==> config.mk <==
export PLATFORM = sky130hd
export DESIGN_NAME = cell_editor
export DESIGN_NICKNAME = d
export VERILOG_FILES = /design/src/rtl/gol_pkg.sv /design/src/rtl/torus_addr.sv /design/src/rtl/cell_editor.sv
export SDC_FILE = /design/constraint.sdc
export NUM_CORES = 1
export LEC_CHECK = 0
export BUFFER_PORTS_ARGS = -buffer_cell sky130_fd_sc_hd__buf_2
export CORE_ASPECT_RATIO = 0.9
export CORE_MARGIN = 1.5
export CORE_UTILIZATION = 30
export DETAILED_ROUTE_END_ITERATION = 7
export PLACE_DENSITY_LB_ADDON = 0.05
export SETUP_SLACK_MARGIN = 0.2
export SYNTH_ARGS = -nofsm -noshare
export SYNTH_HDL_FRONTEND = slang
export SYNTH_HIERARCHICAL = 1
export SYNTH_SLANG_ARGS = --single-unit
export TNS_END_PERCENT = 5
==> constraint.sdc <==
create_clock -name clk_vga -period 7.6 [get_ports clk_vga]
set_input_delay 0.38 -clock clk_vga [delete_from_list [all_inputs] [get_ports clk_vga]]
set_output_delay 0.38 -clock clk_vga [all_outputs]
set_load 0.05 [all_outputs]
==> src/rtl/gol_pkg.sv <==
`default_nettype none
// gol_pkg -- shared grid constants, op/state encodings and glider stamp helpers. Rev 1.0
package gol_pkg;

   localparam int GRID_N  = 800;
   localparam int GRID_M  = 600;
   localparam int COORD_W = 12;

   typedef enum logic [1:0] {
      OP_TOGGLE = 2'd0,
      OP_SET    = 2'd1,
      OP_CLEAR  = 2'd2,
      OP_STAMP  = 2'd3
   } op_e;

   // Bit index is dy*3+dx within the 3x3 block.
   localparam logic [8:0] GLIDER = 9'b1_1110_0010;

   typedef enum logic [2:0] {
      IDLE  = 3'd0,
      READ  = 3'd1,
      WAIT  = 3'd2,
      WRITE = 3'd3,
      STAMP = 3'd4,
      DONE  = 3'd5
   } state_e;

   function automatic logic [3:0] stamp_offset(input logic [3:0] idx);
      logic [3:0] dydx;
      case (idx)
         4'd0:    dydx = {2'd0, 2'd0};
         4'd1:    dydx = {2'd0, 2'd1};
         4'd2:    dydx = {2'd0, 2'd2};
         4'd3:    dydx = {2'd1, 2'd0};
         4'd4:    dydx = {2'd1, 2'd1};
         4'd5:    dydx = {2'd1, 2'd2};
         4'd6:    dydx = {2'd2, 2'd0};
         4'd7:    dydx = {2'd2, 2'd1};
         4'd8:    dydx = {2'd2, 2'd2};
         default: dydx = 4'd0;
      endcase
      return dydx;
   endfunction

   function automatic logic glider_live(input logic [3:0] idx);
      return (idx < 4'd9) ? GLIDER[idx] : 1'b0;
   endfunction

endpackage
`default_nettype wire

==> src/rtl/torus_addr.sv <==
`default_nettype none
// torus_addr -- wraps (h+dx, v+dy) onto the torus and forms the linear cell address. Rev 1.0
module torus_addr
   import gol_pkg::*;
#(
   parameter int P_PARAM_N = GRID_N,
   parameter int P_PARAM_M = GRID_M,
   parameter int ADDR_W    = 24
) (
   input  logic [COORD_W-1:0] h,
   input  logic [COORD_W-1:0] v,
   input  logic [1:0]         dx,
   input  logic [1:0]         dy,
   output logic [ADDR_W-1:0]  addr
);

   localparam int SUM_W = COORD_W + 1;
   localparam logic [SUM_W-1:0] N_C = SUM_W'(P_PARAM_N);
   localparam logic [SUM_W-1:0] M_C = SUM_W'(P_PARAM_M);

   logic [SUM_W-1:0] h_sum;
   logic [SUM_W-1:0] v_sum;
   logic [SUM_W-1:0] h_wrap;
   logic [SUM_W-1:0] v_wrap;

   // Offsets are at most 2, so a single subtraction covers the wrap.
   always_comb begin
      h_sum  = {1'b0, h} + {{(SUM_W-2){1'b0}}, dx};
      v_sum  = {1'b0, v} + {{(SUM_W-2){1'b0}}, dy};
      h_wrap = (h_sum >= N_C) ? h_sum - N_C : h_sum;
      v_wrap = (v_sum >= M_C) ? v_sum - M_C : v_sum;
      addr   = ADDR_W'(v_wrap) * ADDR_W'(P_PARAM_N) + ADDR_W'(h_wrap);
   end

endmodule
`default_nettype wire

==> src/rtl/cell_editor.sv <==
`default_nettype none
// cell_editor -- applies toggle/set/clear/glider-stamp edits at the cursor to the cell RAM. Rev 1.0
module cell_editor
   import gol_pkg::*;
#(
   parameter int P_PARAM_N = GRID_N,
   parameter int P_PARAM_M = GRID_M,
   parameter int ADDR_W    = 24,
   parameter int RD_LAT    = 2
) (
   input  logic                clk_vga,
   input  logic                reset_btn,
   input  logic                en,
   input  logic                cmd_valid,
   output logic                cmd_ready,
   input  logic [1:0]          cmd_op,
   input  logic [COORD_W-1:0]  cur_h,
   input  logic [COORD_W-1:0]  cur_v,
   output logic [ADDR_W-1:0]   ram_addr,
   output logic                ram_rden,
   output logic                ram_wden,
   output logic                ram_wdata,
   input  logic                ram_rdata,
   output logic                done,
   output logic                err
);

   localparam logic [COORD_W-1:0] N_COORD  = COORD_W'(P_PARAM_N);
   localparam logic [COORD_W-1:0] M_COORD  = COORD_W'(P_PARAM_M);
   localparam logic [1:0]         LAT_LAST = 2'(RD_LAT - 1);

   state_e              state_q, state_d;
   op_e                 op_q, op_d;
   logic [COORD_W-1:0]  h_q, h_d, v_q, v_d;
   logic [3:0]          idx_q, idx_d;
   logic [1:0]          lat_q, lat_d;
   logic                idle_q, idle_d;
   logic [ADDR_W-1:0]   addr_q, addr_d;
   logic                rden_q, rden_d, wden_q, wden_d, wdata_q, wdata_d;
   logic                done_q, done_d, err_q, err_d;

   logic                accept;
   logic                in_range;
   logic [3:0]          nxt_idx;
   logic [3:0]          offs;
   logic [COORD_W-1:0]  ta_h, ta_v;
   logic [ADDR_W-1:0]   ta_addr;

   // idle_q stays low while reset is held, keeping cmd_ready low too.
   assign cmd_ready = idle_q && en;
   assign accept    = cmd_valid && cmd_ready;
   assign in_range  = (cur_h < N_COORD) && (cur_v < M_COORD);
   assign nxt_idx   = accept ? 4'd0 : idx_q + 4'd1;
   assign offs      = stamp_offset(nxt_idx);
   assign ta_h      = accept ? cur_h : h_q;
   assign ta_v      = accept ? cur_v : v_q;

   torus_addr #(
      .P_PARAM_N (P_PARAM_N),
      .P_PARAM_M (P_PARAM_M),
      .ADDR_W    (ADDR_W)
   ) u_torus_addr (
      .h    (ta_h),
      .v    (ta_v),
      .dx   (offs[1:0]),
      .dy   (offs[3:2]),
      .addr (ta_addr)
   );

   always_comb begin
      state_d = state_q;
      op_d    = op_q;
      h_d     = h_q;
      v_d     = v_q;
      idx_d   = idx_q;
      lat_d   = lat_q;
      addr_d  = addr_q;
      rden_d  = 1'b0;
      wden_d  = 1'b0;
      wdata_d = 1'b0;
      done_d  = 1'b0;
      err_d   = 1'b0;

      case (state_q)
         IDLE: begin
            if (accept) begin
               op_d  = op_e'(cmd_op);
               h_d   = cur_h;
               v_d   = cur_v;
               idx_d = 4'd0;
               if (!in_range) begin
                  state_d = DONE;
                  done_d  = 1'b1;
                  err_d   = 1'b1;
               end else begin
                  addr_d = ta_addr;
                  case (op_e'(cmd_op))
                     OP_TOGGLE: begin
                        state_d = READ;
                        rden_d  = 1'b1;
                     end
                     OP_SET: begin
                        state_d = WRITE;
                        wden_d  = 1'b1;
                        wdata_d = 1'b1;
                     end
                     OP_CLEAR: begin
                        state_d = WRITE;
                        wden_d  = 1'b1;
                     end
                     default: begin
                        state_d = STAMP;
                        wden_d  = 1'b1;
                        wdata_d = glider_live(4'd0);
                     end
                  endcase
               end
            end
         end
         READ: begin
            state_d = WAIT;
            lat_d   = 2'd0;
         end
         WAIT: begin
            // Leaves on the cycle ram_rdata carries the requested cell.
            if (lat_q == LAT_LAST) begin
               state_d = WRITE;
               wden_d  = 1'b1;
               wdata_d = ~ram_rdata;
            end else begin
               lat_d = lat_q + 2'd1;
            end
         end
         WRITE: begin
            state_d = DONE;
            done_d  = 1'b1;
         end
         STAMP: begin
            if (idx_q == 4'd8 || op_q != OP_STAMP) begin
               state_d = DONE;
               done_d  = 1'b1;
            end else begin
               idx_d   = nxt_idx;
               addr_d  = ta_addr;
               wden_d  = 1'b1;
               wdata_d = glider_live(nxt_idx);
            end
         end
         DONE: begin
            state_d = IDLE;
         end
         default: begin
            state_d = IDLE;
         end
      endcase

      idle_d = (state_d == IDLE);
   end

   always_ff @(posedge clk_vga or posedge reset_btn) begin
      if (reset_btn) begin
         state_q <= IDLE;
         op_q    <= OP_TOGGLE;
         h_q     <= '0;
         v_q     <= '0;
         idx_q   <= 4'd0;
         lat_q   <= 2'd0;
         idle_q  <= 1'b0;
         addr_q  <= '0;
         rden_q  <= 1'b0;
         wden_q  <= 1'b0;
         wdata_q <= 1'b0;
         done_q  <= 1'b0;
         err_q   <= 1'b0;
      end else begin
         state_q <= state_d;
         op_q    <= op_d;
         h_q     <= h_d;
         v_q     <= v_d;
         idx_q   <= idx_d;
         lat_q   <= lat_d;
         idle_q  <= idle_d;
         addr_q  <= addr_d;
         rden_q  <= rden_d;
         wden_q  <= wden_d;
         wdata_q <= wdata_d;
         done_q  <= done_d;
         err_q   <= err_d;
      end
   end

   assign ram_addr  = addr_q;
   assign ram_rden  = rden_q;
   assign ram_wden  = wden_q;
   assign ram_wdata = wdata_q;
   assign done      = done_q;
   assign err       = err_q;

endmodule
`default_nettype wire
==> out/results.txt <==
status -> completed
Most used DFF post-synth -> dfrtp_1
layout overhead on the synthesized area -> 17.80%
Die X -> 162.4 um
I/O Pins -> 61
Post-Syn Area -> 6862 um2
dpl hpwl -> 14.25 mm
Fin Clk Skew -> 0.01430 ns
Placer Congestion -> 0.8141
total core area -> 22450 um2
Post-synth EDFFs -> 0
I/O Buffers -> 60
drt pass-1 iters -> 5
DR iter-0 viols -> 247
Initial Utilization -> 30.57%
setup TNS -> 0 ns
crit-path leading delay family -> adder cells
CP required -> 7.82 ns
# fillers -> 2323
FP Rows -> 52
die height -> 146.5 um
clock root buffer -> clkbuf_16
CTS sink cnt -> 65
nets@finish -> 993
CTS Hold Bufs -> 0
synthesized instance count -> 811
Synthesized Nets -> 922
synth unique cells -> 92
initial antenna violation count -> 0
Routed WL -> 18.52 mm
Startpoint Class -> register
relative slew slack -> 38.21%
RSZ-0062 raised after global routing -> yes
Hold Crit Class -> in -> reg
largest net degree at the start of global routing -> 66
Hold Fails Final Rpt -> 0
slew of the pin with the lowest slew margin -> 0.9268 ns
CTS tree -> yes
n_diodes -> 0
Slew Limit Fails -> 0
Worst-path clk slew -> 0.07 ns
yosys warns -> 6
number of max-cap violations -> 0
Clk Latency, worst-skew pair -> 0.34 ns
fraction of layout cells with a size suffix above 1 -> 22.32%
Max Buffers Root-to-Sink -> 2
WP buf/inv -> 3
ratio of final minimum period to clock period -> 93.22%
H-tree Lvls -> 3
critical path endpoint category -> register
Peak Freq -> 141.2 MHz
#FFs+latches synth -> 65
number of remaining DRC errors -> 0
Critical Path AT -> 7.31 ns
synthesized area per cell -> 8.461 um2
vias per cell -> 4.952
Detail Route Antenna Nets -> 0
number of global-route vias before repair -> 5865
vias -> 5863
global route total overflow -> 0
asr flop ratio synth -> 100.0%
Tot GR Track Use -> 16.10%
Slowest cell on crit path -> fa_1
first-pass GRT wire length -> 30.45 mm
cell mode on critical path -> ha_1
die area -> 23790 um2
Final setup viols -> 0
crit path kind -> reg -> reg
WL per Instance -> 15.64 um
sequential area share after synthesis -> 23.71%
CTS buffer count -> 9
worst-path fanout max -> 7
worst stage delay on the critical path -> 0.53 ns
Period minus WS final -> 7.085 ns
path summary, 6_finish.rpt:
check                           startpoint            to  slack (ns)  cells past startpoint
min in group asynchronous        reset_btn        v_q[8]        0.32                      3
max in group asynchronous        reset_btn      idx_q[2]        6.62                      3
worst min-delay path              cur_h[2]        h_q[2]        0.24                      3
worst max register to register      idle_q  ram_addr[22]        0.52                     29
worst max-delay path                idle_q  ram_addr[22]        0.52                     29
worst min register to register     h_q[11]       h_q[11]        0.48                      2
synthesized netlist by cell type (8+ instances only):
| master | number | area [um2] |
|---|---|---|
| o21ai_0 | 18 | 90.09 |
| fa_1 | 10 | 200.2 |
| nand3_1 | 21 | 105.1 |
| dfrtp_1 | 65 | 1627 |
| nand2_1 | 179 | 671.9 |
| a21oi_1 | 24 | 120.1 |
| a21o_1 | 9 | 67.56 |
| a211oi_1 | 8 | 60.06 |
| nor3_1 | 14 | 70.07 |
| and2_1 | 8 | 50.05 |
| clkbuf_1 | 15 | 56.30 |
| mux2i_1 | 9 | 90.09 |
| inv_1 | 54 | 202.7 |
| nor2_1 | 40 | 150.1 |
| ha_1 | 70 | 875.8 |
| xnor2_1 | 39 | 341.6 |
| buf_2 | 9 | 45.04 |
| xor2_1 | 24 | 210.2 |
| nand4_1 | 9 | 56.30 |
| mux2_4 | 20 | 300.3 |
| nand3b_1 | 8 | 60.06 |
per-stage QoR:
| stage | util [%] | hold WS [ns] | setup slack (ns) | instance area (um2) | cells |
|---|---|---|---|---|---|
| 2_1_floorplan | - | 0.4455 | 0.2745 | 6862 | 811 |
| 3_3_place_gp | 33.42 | 0.4588 | 0.2589 | 7501 | 1157 |
| 3_5_place_dp | 33.42 | 0.4624 | 0.09081 | 7501 | 1157 |
| 4_1_cts | 34.98 | 0.2284 | 0.2051 | 7853 | 1175 |
| 5_1_grt | 36.01 | 0.2414 | 0.1560 | 8083 | 1184 |
| 6_report | 36.01 | 0.2420 | 0.5154 | 8083 | 1184 |
cells by family (layout without fill, tap and decap cells):
family	Yosys count	in the layout	share of synthesized area, %
AO/OA/AOI/OAI	131	131	14.46
buffers and inverters	86	162	5.726
AND/OR/NAND/NOR	352	352	25.87
XOR/XNOR	63	63	8.042
adder cells (fa/ha/maj)	80	80	15.68
flip-flops	65	65	23.71
multiplexers	34	34	6.510
registers in the layout, summed over array words and instances, names as in the netlist:
signal     cells
op_q           2
lat_q          2
state_q        3
done           1
err            1
v_q           12
ram_wdata      1
idx_q          4
idle_q         1
ram_addr      24
h_q           12
ram_rden       1
ram_wden       1
worst min-delay path, stage by stage:
cell	delay, ns
buf_2	0.09
nand2_1	0.04
nand2_1	0.05
cell usage in the layout (no fill, tap or decap), types with 5 or more instances in the layout:
master,instances
clkbuf_16,9
o21a_1,7
mux2i_1,9
fa_1,9
and3_1,7
buf_2,60
xor2_1,22
o221ai_1,5
nor3_1,13
nand2b_1,7
o21ai_0,17
mux2_4,21
nor2_1,39
a21o_1,9
inv_1,51
dfrtp_1,64
nand2_1,178
nand3_1,21
a211oi_1,6
nor2b_1,7
and2_1,8
nand3b_1,8
a21oi_1,22
buf_4,32
xnor2_1,36
nand4_1,9
ha_1,63
layout make-up:
cell class                 instances  area (um2)  area share [%]
multi-input combinational        660        5034           62.28
clock inverter                     5       63.81          0.7895
sequential                        65        1628           20.14
inverter                          54       202.7           2.508
timing repair buffer              92       540.5           6.687
clock buffer                      11       242.7           3.003
tap                              297       371.6           4.598
per-layer routing:
layer | track usage (%) | up-vias | wire length (um)
li1 | - | 2964 | -
met1 | 22.78 | 2812 | 9393
met2 | 25.24 | 70 | 8371
met3 | 2.301 | 17 | 410
met4 | 4.862 | 0 | 345
met5 | 0 | - | 0
timing repair:
action                     CTS  global route
buffers inserted             2             9
gates resized for setup      6            33
pin swaps                    2            11
setup endpoints to repair    5            11
Power is left out: the tool's default activity adds up to more than one toggle a clock period on the data nets, which glitch-free logic cannot reach.
